File: config.mk
export PLATFORM = sky130hd
export DESIGN_NAME = divider_32b_seq
export DESIGN_NICKNAME = d
export VERILOG_FILES = /design/src/rtl/divider_32b_seq_pkg.sv /design/src/rtl/divider_32b_seq_step.sv /design/src/rtl/divider_32b_seq.sv
export SDC_FILE = /design/constraint.sdc
export NUM_CORES = 1
export LEC_CHECK = 0
export CAP_MARGIN = 20
export CORE_MARGIN = 3
export CORE_UTILIZATION = 50
export CTS_BUF_LIST = sky130_fd_sc_hd__clkbuf_4 sky130_fd_sc_hd__clkbuf_8
export DETAILED_ROUTE_END_ITERATION = 12
export GPL_TIMING_DRIVEN = 0
export PLACE_DENSITY_LB_ADDON = 0.1
export SYNTH_ARGS = -nofsm -noshare
export SYNTH_HDL_FRONTEND = slang
export SYNTH_SLANG_ARGS = --single-unit
export TNS_END_PERCENT = 30
File: constraint.sdc
create_clock -name iClk -period 3.95 [get_ports iClk]
set_input_delay 0.5925 -clock iClk [delete_from_list [all_inputs] [get_ports iClk]]
set_output_delay 0.5925 -clock iClk [all_outputs]
set_load 0.02 [all_outputs]
File: src/rtl/divider_32b_seq_pkg.sv
// Shared types and constants for the iterative 32-bit divider.
// Restoring radix-2, one quotient bit per clock.
package divider_32b_seq_pkg;

    typedef enum logic {
        IDLE = 1'b0,
        RUN  = 1'b1
    } state_t;

    localparam int          STEPS        = 32;
    localparam logic [4:0]  STEP_LAST    = 5'(STEPS - 1);
    localparam logic [31:0] DIVZERO_QUOT = 32'hFFFF_FFFF;

endpackage

File: src/rtl/divider_32b_seq_step.sv
// One restoring radix-2 step: shift remainder/dividend, conditionally subtract.
// Purely combinational so it can be replicated for an unrolled variant.
module div_step_32b (
    input  logic [32:0] r,
    input  logic [31:0] dvd,
    input  logic [31:0] divisor,
    output logic [32:0] r_next,
    output logic [31:0] dvd_next,
    output logic        qbit
);

    logic [32:0] r_sh;
    logic [32:0] r_sub;

    assign r_sh  = {r[31:0], dvd[31]};
    assign r_sub = r_sh - {1'b0, divisor};

    // A set top bit already means the shifted value exceeds any divisor.
    assign qbit     = r[32] | (r_sh >= {1'b0, divisor});
    assign r_next   = qbit ? r_sub : r_sh;
    assign dvd_next = {dvd[30:0], 1'b0};

endmodule

File: src/rtl/divider_32b_seq.sv
// Iterative unsigned 32/32 divider: 32-cycle latency, done pulse,
// divide-by-zero flagged in a single cycle.
module divider_32b_seq
    import divider_32b_seq_pkg::*;
(
    input  logic        iClk,
    input  logic        iRstN,
    input  logic        iEn,
    input  logic        iClr,
    input  logic [31:0] iData0,
    input  logic [31:0] iData1,
    output logic [31:0] oQuot,
    output logic [31:0] oRem,
    output logic        oBusy,
    output logic        oDone,
    output logic        oDivZero
);

    state_t      state;
    state_t      state_nx;
    logic [4:0]  cnt;
    logic [32:0] r;
    logic [31:0] dvd;
    logic [31:0] dsr;
    logic        start;
    logic        last;

    logic [32:0] r_next;
    logic [31:0] dvd_next;
    logic        qbit;
    logic [31:0] quot_next;

    div_step_32b u_step (
        .r        (r),
        .dvd      (dvd),
        .divisor  (dsr),
        .r_next   (r_next),
        .dvd_next (dvd_next),
        .qbit     (qbit)
    );

    // Quotient bits enter the vacated low end of the dividend register.
    assign quot_next = dvd_next | {31'd0, qbit};

    always_comb begin
        state_nx = state;
        start    = 1'b0;
        last     = 1'b0;
        if (iClr) begin
            state_nx = IDLE;
        end else begin
            unique case (state)
                IDLE: begin
                    if (iEn) begin
                        start = 1'b1;
                        if (iData1 != 32'd0)
                            state_nx = RUN;
                    end
                end
                RUN: begin
                    if (cnt == STEP_LAST) begin
                        last     = 1'b1;
                        state_nx = IDLE;
                    end
                end
                default: state_nx = IDLE;
            endcase
        end
    end

    always_ff @(posedge iClk or negedge iRstN) begin
        if (!iRstN)
            state <= IDLE;
        else
            state <= state_nx;
    end

    always_ff @(posedge iClk or negedge iRstN) begin
        if (!iRstN) begin
            cnt      <= '0;
            r        <= '0;
            dvd      <= '0;
            dsr      <= '0;
            oQuot    <= '0;
            oRem     <= '0;
            oDone    <= 1'b0;
            oDivZero <= 1'b0;
        end else begin
            oDone <= 1'b0;
            if (iClr) begin
                cnt      <= '0;
                r        <= '0;
                dvd      <= '0;
                dsr      <= '0;
                oQuot    <= '0;
                oRem     <= '0;
                oDivZero <= 1'b0;
            end else if (start) begin
                cnt <= '0;
                r   <= '0;
                dvd <= iData0;
                dsr <= iData1;
                if (iData1 == 32'd0) begin
                    oQuot    <= DIVZERO_QUOT;
                    oRem     <= iData0;
                    oDivZero <= 1'b1;
                    oDone    <= 1'b1;
                end
            end else if (state == RUN) begin
                r   <= r_next;
                dvd <= quot_next;
                cnt <= cnt + 5'd1;
                if (last) begin
                    oQuot    <= quot_next;
                    oRem     <= r_next[31:0];
                    oDivZero <= 1'b0;
                    oDone    <= 1'b1;
                end
            end
        end
    end

    assign oBusy = (state == RUN);

endmodule

==> out/results.ini, run 1 <==
[worst_hold_path]
min_path_type=input pin to async pin

[finish]
postLayoutCellArea_sq_um=12100
n_fill_cell=1806
nets=1419
syn_to_final_growth_pct=21.0
layout-drive-gt1-share_pct=6.32
diodes=0

[die]
die_w_um=147
die_area_sq_um=21700
initial_core_util_pct=51.2
fp.dieH_um=147
num_rows=51
ios=135
coreArea_sq_um=19500

[timing]
fmax_ghz=0.290
timing.hold.ws_ns=-0.00553
post-route-min-period_ns=3.44
relSlewSlack_pct=44.4
rsz0062_at_grt=no
final_hold_viol_count=5
fin_ws_ns=0.505
setup_viol=0
tns_ns=0
skew_ns=0.0165
slew_violations=0
worst_slew_pin_slew_ns=0.828
post-route-period-util_pct=87.2

[synth]
synthTopCellsByCount=169 x dfrtp_1, 169 x nand2_1, 124 x nor2_1
yosys-top-cells-area=dfrtp_1 42%, nand2_1 6.4%, a21oi_1 5.9%
synth-async-reset-ratio_pct=100
syn_inst=1161
synth_edf_count=0
synth_cell_type_count=72
seq_area_frac_synth_pct=42.3
avgSynthCellArea_sq_um=8.60
ys.flop_type=dfrtp_1
yosysTopAreaCellShare_pct=42.3
netlist_area_sq_um=9990
synth_warnings=0
synth.ff_latch_count=169
synth_nets=1264
synth_area_leader_cell=dfrtp_1

[power]
p_leak_nw=5.37
vdd_drop_max_v=0.000584
power.density_nw_per_um2=823

[detailed_routing]
vias=9434
first_pass_iters=7
via_per_inst=5.92
drtIter0Drc=716
finalWirelength_um=31800
wire_per_inst_um=20.0
drcViolationCount=0
postRouteAntennaNets=0

[global_routing]
grt_max_degree=118
grt_overflow_total=0
grt_usage_pct=29.3
grt_pass1_wl_um=49700
grt_pass1_vias=8997
antenna_found_initial=0

[setup_path]
crit_family=compound AO/OA/AOI/OAI gates
crit_buf_inv=2
path_cells=inv_1 > ha_1 > inv_1 > fa_1 > a211oi_2 > o21bai_1 > o41ai_4 > a21oi_1 > or3_1 > a22oi_1 > o21ai_1 > a22o_1
cp-end-kind=flip-flop
cp_slowest_cell=dfrtp_1
path_common_cell=inv_1
cp.arrival_ns=3.82
worstPathRequired_ns=4.32
critPathMaxFanout=6
critical_path.max_stage_delay_ns=0.49
crit_type=flip-flop to flip-flop
startpoint_type=flip-flop

[outcome]
violations=negative hold slack
status=finished with violations

[clock_network]
cts_tree=built
cts_resized=0
hold_buffers=0
cts.sinks=169
cts_root_buf=clkbuf_8
clk_pin_slew_ns=0.11
cts_buffers=17
worst_skew_pair.late_latency_ns=0.48
htree_levels=4
cts_buffer_depth=2
post_cts_buffers=0

[placed_design]
place_ws_ns=0.0910
place.gp.congestion=0.997
io_buffers=134
placed_cell_area_sq_um=11700
dpl.hpwl_um=24900

[run]
maxCapViolCount=0

## cell families after synthesis
family	share of synthesized area, %
XOR/XNOR	1.40
buffers and inverters	4.90
AND/OR/NAND/NOR	17.4
AO/OA/AOI/OAI	25.8
adder cells (fa/ha/maj)	4.46
multiplexers	3.71
flip-flops	42.3
## sequential cells by signal, summed over array words and instances, names as in the netlist
| name | count |
|---|---|
| cnt | 5 |
| dsr | 32 |
| dvd | 32 |
| oBusy | 1 |
| oDivZero | 1 |
| oDone | 1 |
| oQuot | 32 |
| oRem | 32 |
| r | 33 |
## placed cells by master, fill, tap and decap left out, types with 14 or more instances in the layout
master,count
dfrtp_1,169
a21o_1,24
a22o_1,17
a21oi_1,118
inv_1,41
nand3_1,20
o21ai_1,24
mux2i_1,37
a211oi_1,14
o21ai_0,68
clkbuf_8,17
clkbuf_1,46
ha_1,34
buf_1,17
nor2_1,124
clkdlybuf4s50_1,133
nand2_1,169
o31ai_1,38
## final timing paths
check	from	to	slack (ns)	cells past startpoint
hold reg to reg	oQuot[27]$_DFFE_PN0P_	oQuot[27]$_DFFE_PN0P_	0.48	2
min in group iClk	oQuot[27]$_DFFE_PN0P_	oQuot[27]$_DFFE_PN0P_	0.48	2
setup / recovery	dvd[31]$_DFFE_PN0P_	oRem[14]$_DFFE_PN0P_	0.51	12
setup reg to reg	dvd[31]$_DFFE_PN0P_	oRem[14]$_DFFE_PN0P_	0.51	12
hold / removal	iRstN	oQuot[20]$_DFFE_PN0P_	-0.006	1
max in group asynchronous	iRstN	r[26]$_DFFE_PN0P_	3.02	2
## report_power, final
group | total (mW) | internal [mW] | leakage, nW | switching [mW]
sequential | 2.37 | 2.05 | 2.27 | 0.316
clock | 1.24 | 0.481 | 0.196 | 0.758
combinational | 6.34 | 2.36 | 2.90 | 3.98
## metal layers
metal	vias to the layer above	track usage [%]	wire length, um
met1	4476	39.4	13600
met5	-	0	0
li1	4467	-	-
met3	56	5.52	2520
met4	0	10.1	1000
met2	435	47.8	14700
## layout make-up
cell class                      count  area, sq um  share of cell area [%]
Clock inverter                     14          146                    1.21
Multi-Input combinational cell    871         5270                    43.6
Tap cell                          265          332                    2.74
Timing Repair Buffer              136         1380                    11.4
Clock buffer                       18          241                    2.00
Sequential cell                   169         4230                    35.0
Buffer                             80          335                    2.77
Inverter                           41          154                    1.27
## per-stage QoR
| stage | cells | power, mW | util, % |
|---|---|---|---|
| floorplan | 1161 | 6.61 | - |
| global placement | 1560 | 8.53 | 59.7 |
| detailed placement | 1562 | 8.60 | 59.9 |
| CTS | 1594 | 9.84 | 61.9 |
| global route | 1594 | 10.6 | 61.9 |
| finish | 1594 | 9.95 | 61.9 |
(Power assumes the default switching activity.)
==> inputs of run 2 (changes only) <==
==> constraint.sdc (replaced) <==
create_clock -name iClk -period 3.95 [get_ports iClk]
set_input_delay 0.79 -clock iClk [delete_from_list [all_inputs] [get_ports iClk]]
set_output_delay 0.79 -clock iClk [all_outputs]
set_load 0.02 [all_outputs]
==> results of run 2 <==
The final DEF is identical to that of run 1. Status: completed.
Among the figures that moved: setup slack after placement 0.0910 ns -> -0.107 ns; setup slack after layout 0.505 ns -> 0.390 ns; hold slack -0.00553 ns -> 0.192 ns; number of hold violations in the final report 5 -> 0; start point of the critical path dvd[31]$_DFFE_PN0P_ -> iData1[6]; end point of the critical path oRem[14]$_DFFE_PN0P_ -> oRem[2]$_DFFE_PN0P_
==> inputs of run 3 (changes only) <==
--- a/config.mk
+++ b/config.mk
@@ -12,6 +12,7 @@
 export DETAILED_ROUTE_END_ITERATION = 12
 export GPL_TIMING_DRIVEN = 0
 export PLACE_DENSITY_LB_ADDON = 0.1
+export RECOVER_POWER = 25
 export SYNTH_ARGS = -nofsm -noshare
 export SYNTH_HDL_FRONTEND = slang
 export SYNTH_SLANG_ARGS = --single-unit
==> out/results.ini, run 3 (synthesis results as in run 1) <==
[die]
fp.dieH_um=147  ; unchanged
die_w_um=147  ; unchanged
initial_core_util_pct=51.2  ; unchanged
coreArea_sq_um=19500  ; unchanged
ios=135  ; unchanged
die_area_sq_um=21700  ; unchanged
num_rows=51  ; unchanged

[clock_network]
cts.sinks=169  ; unchanged
worst_skew_pair.late_latency_ns=0.49  ; about the same
htree_levels=4  ; unchanged
clk_pin_slew_ns=0.10  ; about the same
cts_resized=0  ; unchanged
cts_buffers=17  ; unchanged
hold_buffers=0  ; unchanged
cts_tree=built
cts_root_buf=clkbuf_8
cts_buffer_depth=2  ; unchanged
post_cts_buffers=0  ; unchanged

[placed_design]
place_ws_ns=-0.107
place_inst=1562  ; unchanged
placed_cell_area_sq_um=11700  ; unchanged
place.gp.congestion=0.997  ; unchanged
io_buffers=134  ; unchanged
dpl.hpwl_um=24900  ; unchanged

[outcome]
status=finished with violations
violations=max-capacitance violations, max-slew violations

[finish]
largest_reg_flops=33  ; unchanged
layout-drive-gt1-share_pct=6.25  ; -0.075 points
diodes=0  ; unchanged
syn_to_final_growth_pct=20.9  ; about the same
nets=1419  ; unchanged
final_cells=1594  ; unchanged
postLayoutCellArea_sq_um=12100  ; about the same
largest_register=r
mostFrequentLayoutCells=169 x nand2_1, 169 x dfrtp_1, 133 x clkdlybuf4s50_1, 124 x nor2_1, 118 x a21oi_1
n_fill_cell=1808  ; +0.11%

[detailed_routing]
finalWirelength_um=31900  ; +0.26%
first_pass_iters=5  ; -2
via_per_inst=5.92  ; about the same
postRouteAntennaNets=0  ; unchanged
drcViolationCount=0  ; unchanged
drtIter0Drc=777  ; +8.5%
wire_per_inst_um=20.0  ; +0.26%
vias=9429  ; -0.053%

[global_routing]
grt_usage_pct=29.3  ; unchanged
grt_pass1_vias=8997  ; unchanged
antenna_found_initial=0  ; unchanged
grt_pass1_wl_um=49700  ; unchanged
grt_overflow_total=0  ; unchanged
grt_max_degree=118  ; unchanged

[power]
p_leak_nw=5.36  ; -0.12%
power.density_nw_per_um2=826  ; +0.34%
vdd_drop_max_v=0.000583  ; -0.18%
finalPower_mw=9.97  ; +0.25%

[timing]
final_hold_viol_count=0
setup_viol=0  ; unchanged
skew_ns=0.0174  ; +0.000864 ns
rsz0062_at_grt=no
fin_ws_ns=0.359
slew_violations=53  ; +53
fmax_ghz=0.278
post-route-min-period_ns=3.59
post-route-period-util_pct=90.9
tns_ns=0  ; unchanged
relSlewSlack_pct=-94.5  ; -140 points
worst_slew_pin_slew_ns=2.92  ; +2.09 ns

[worst_hold_path]
min_path_type=flip-flop to flip-flop

[setup_path]
critPathMaxFanout=10
startpoint_type=input pin
r2r_slack_ns=0.50
cp-end-kind=flip-flop
cp.arrival_ns=3.99
worstPathRequired_ns=4.35
crit_type=input pin to flip-flop

[run]
maxCapViolCount=1  ; +1

run 3: area by class of cell:
cell class	count	area (sq um)	area share, %
clock buffers	18	241	2.00
repair buffers	136	1370	11.3
well taps	265	332	2.75
multi-input cells	871	5270	43.6
clock inverters	14	146	1.21
flip-flops and latches	169	4230	35.0
plain buffers	80	335	2.78
inverters	41	154	1.27
run 3: power breakdown:
group | switching (mW) | internal, mW | total, mW
clock | 0.766 | 0.481 | 1.25
sequential | 0.321 | 2.05 | 2.37
combinational | 4.00 | 2.35 | 6.35
run 3: metal layers:
metal	track usage, %	up-vias	part of all wire (%)
met5	0	-	0
met4	10.1	0	3.2
met3	5.52	53	7.4
met2	47.8	394	46
met1	39.4	4521	43
li1	-	4461	-
run 3: path summary, 6_finish.rpt:
kind / start / end / cells past startpoint
min in group asynchronous: iRstN / oQuot[20]$_DFFE_PN0P_ / 1
worst max-delay path: iData1[6] / oRem[27]$_DFFE_PN0P_ / 9
worst max register to register: dvd[31]$_DFFE_PN0P_ / oRem[14]$_DFFE_PN0P_ / 12
worst min-delay path: oQuot[27]$_DFFE_PN0P_ / oQuot[27]$_DFFE_PN0P_ / 2
max in group asynchronous: iRstN / dsr[17]$_DFFE_PN0N_ / 1
worst min register to register: oQuot[27]$_DFFE_PN0P_ / oQuot[27]$_DFFE_PN0P_ / 2
run 3: stage by stage:
| step | hold slack [ns] | utilization, % |
|---|---|---|
| 3_5_place_dp | 0.468 | 59.9 |
| 6_report | 0.484 | 61.9 |
| 5_1_grt | 0.497 | 61.9 |
| 3_3_place_gp | 0.460 | 59.7 |
| 4_1_cts | 0.200 | 61.9 |
| 2_1_floorplan | 0.468 | - |
run 3: critical path, stage by stage:
cell             delay [ns]
clkdlybuf4s50_1        0.43
nor4_1                 0.48
nand4_1                0.26
nor2_1                 0.38
a221oi_1               0.22
nor2_1                 0.53
clkbuf_1               0.44
o21ai_0                0.23
a22oi_1                0.23
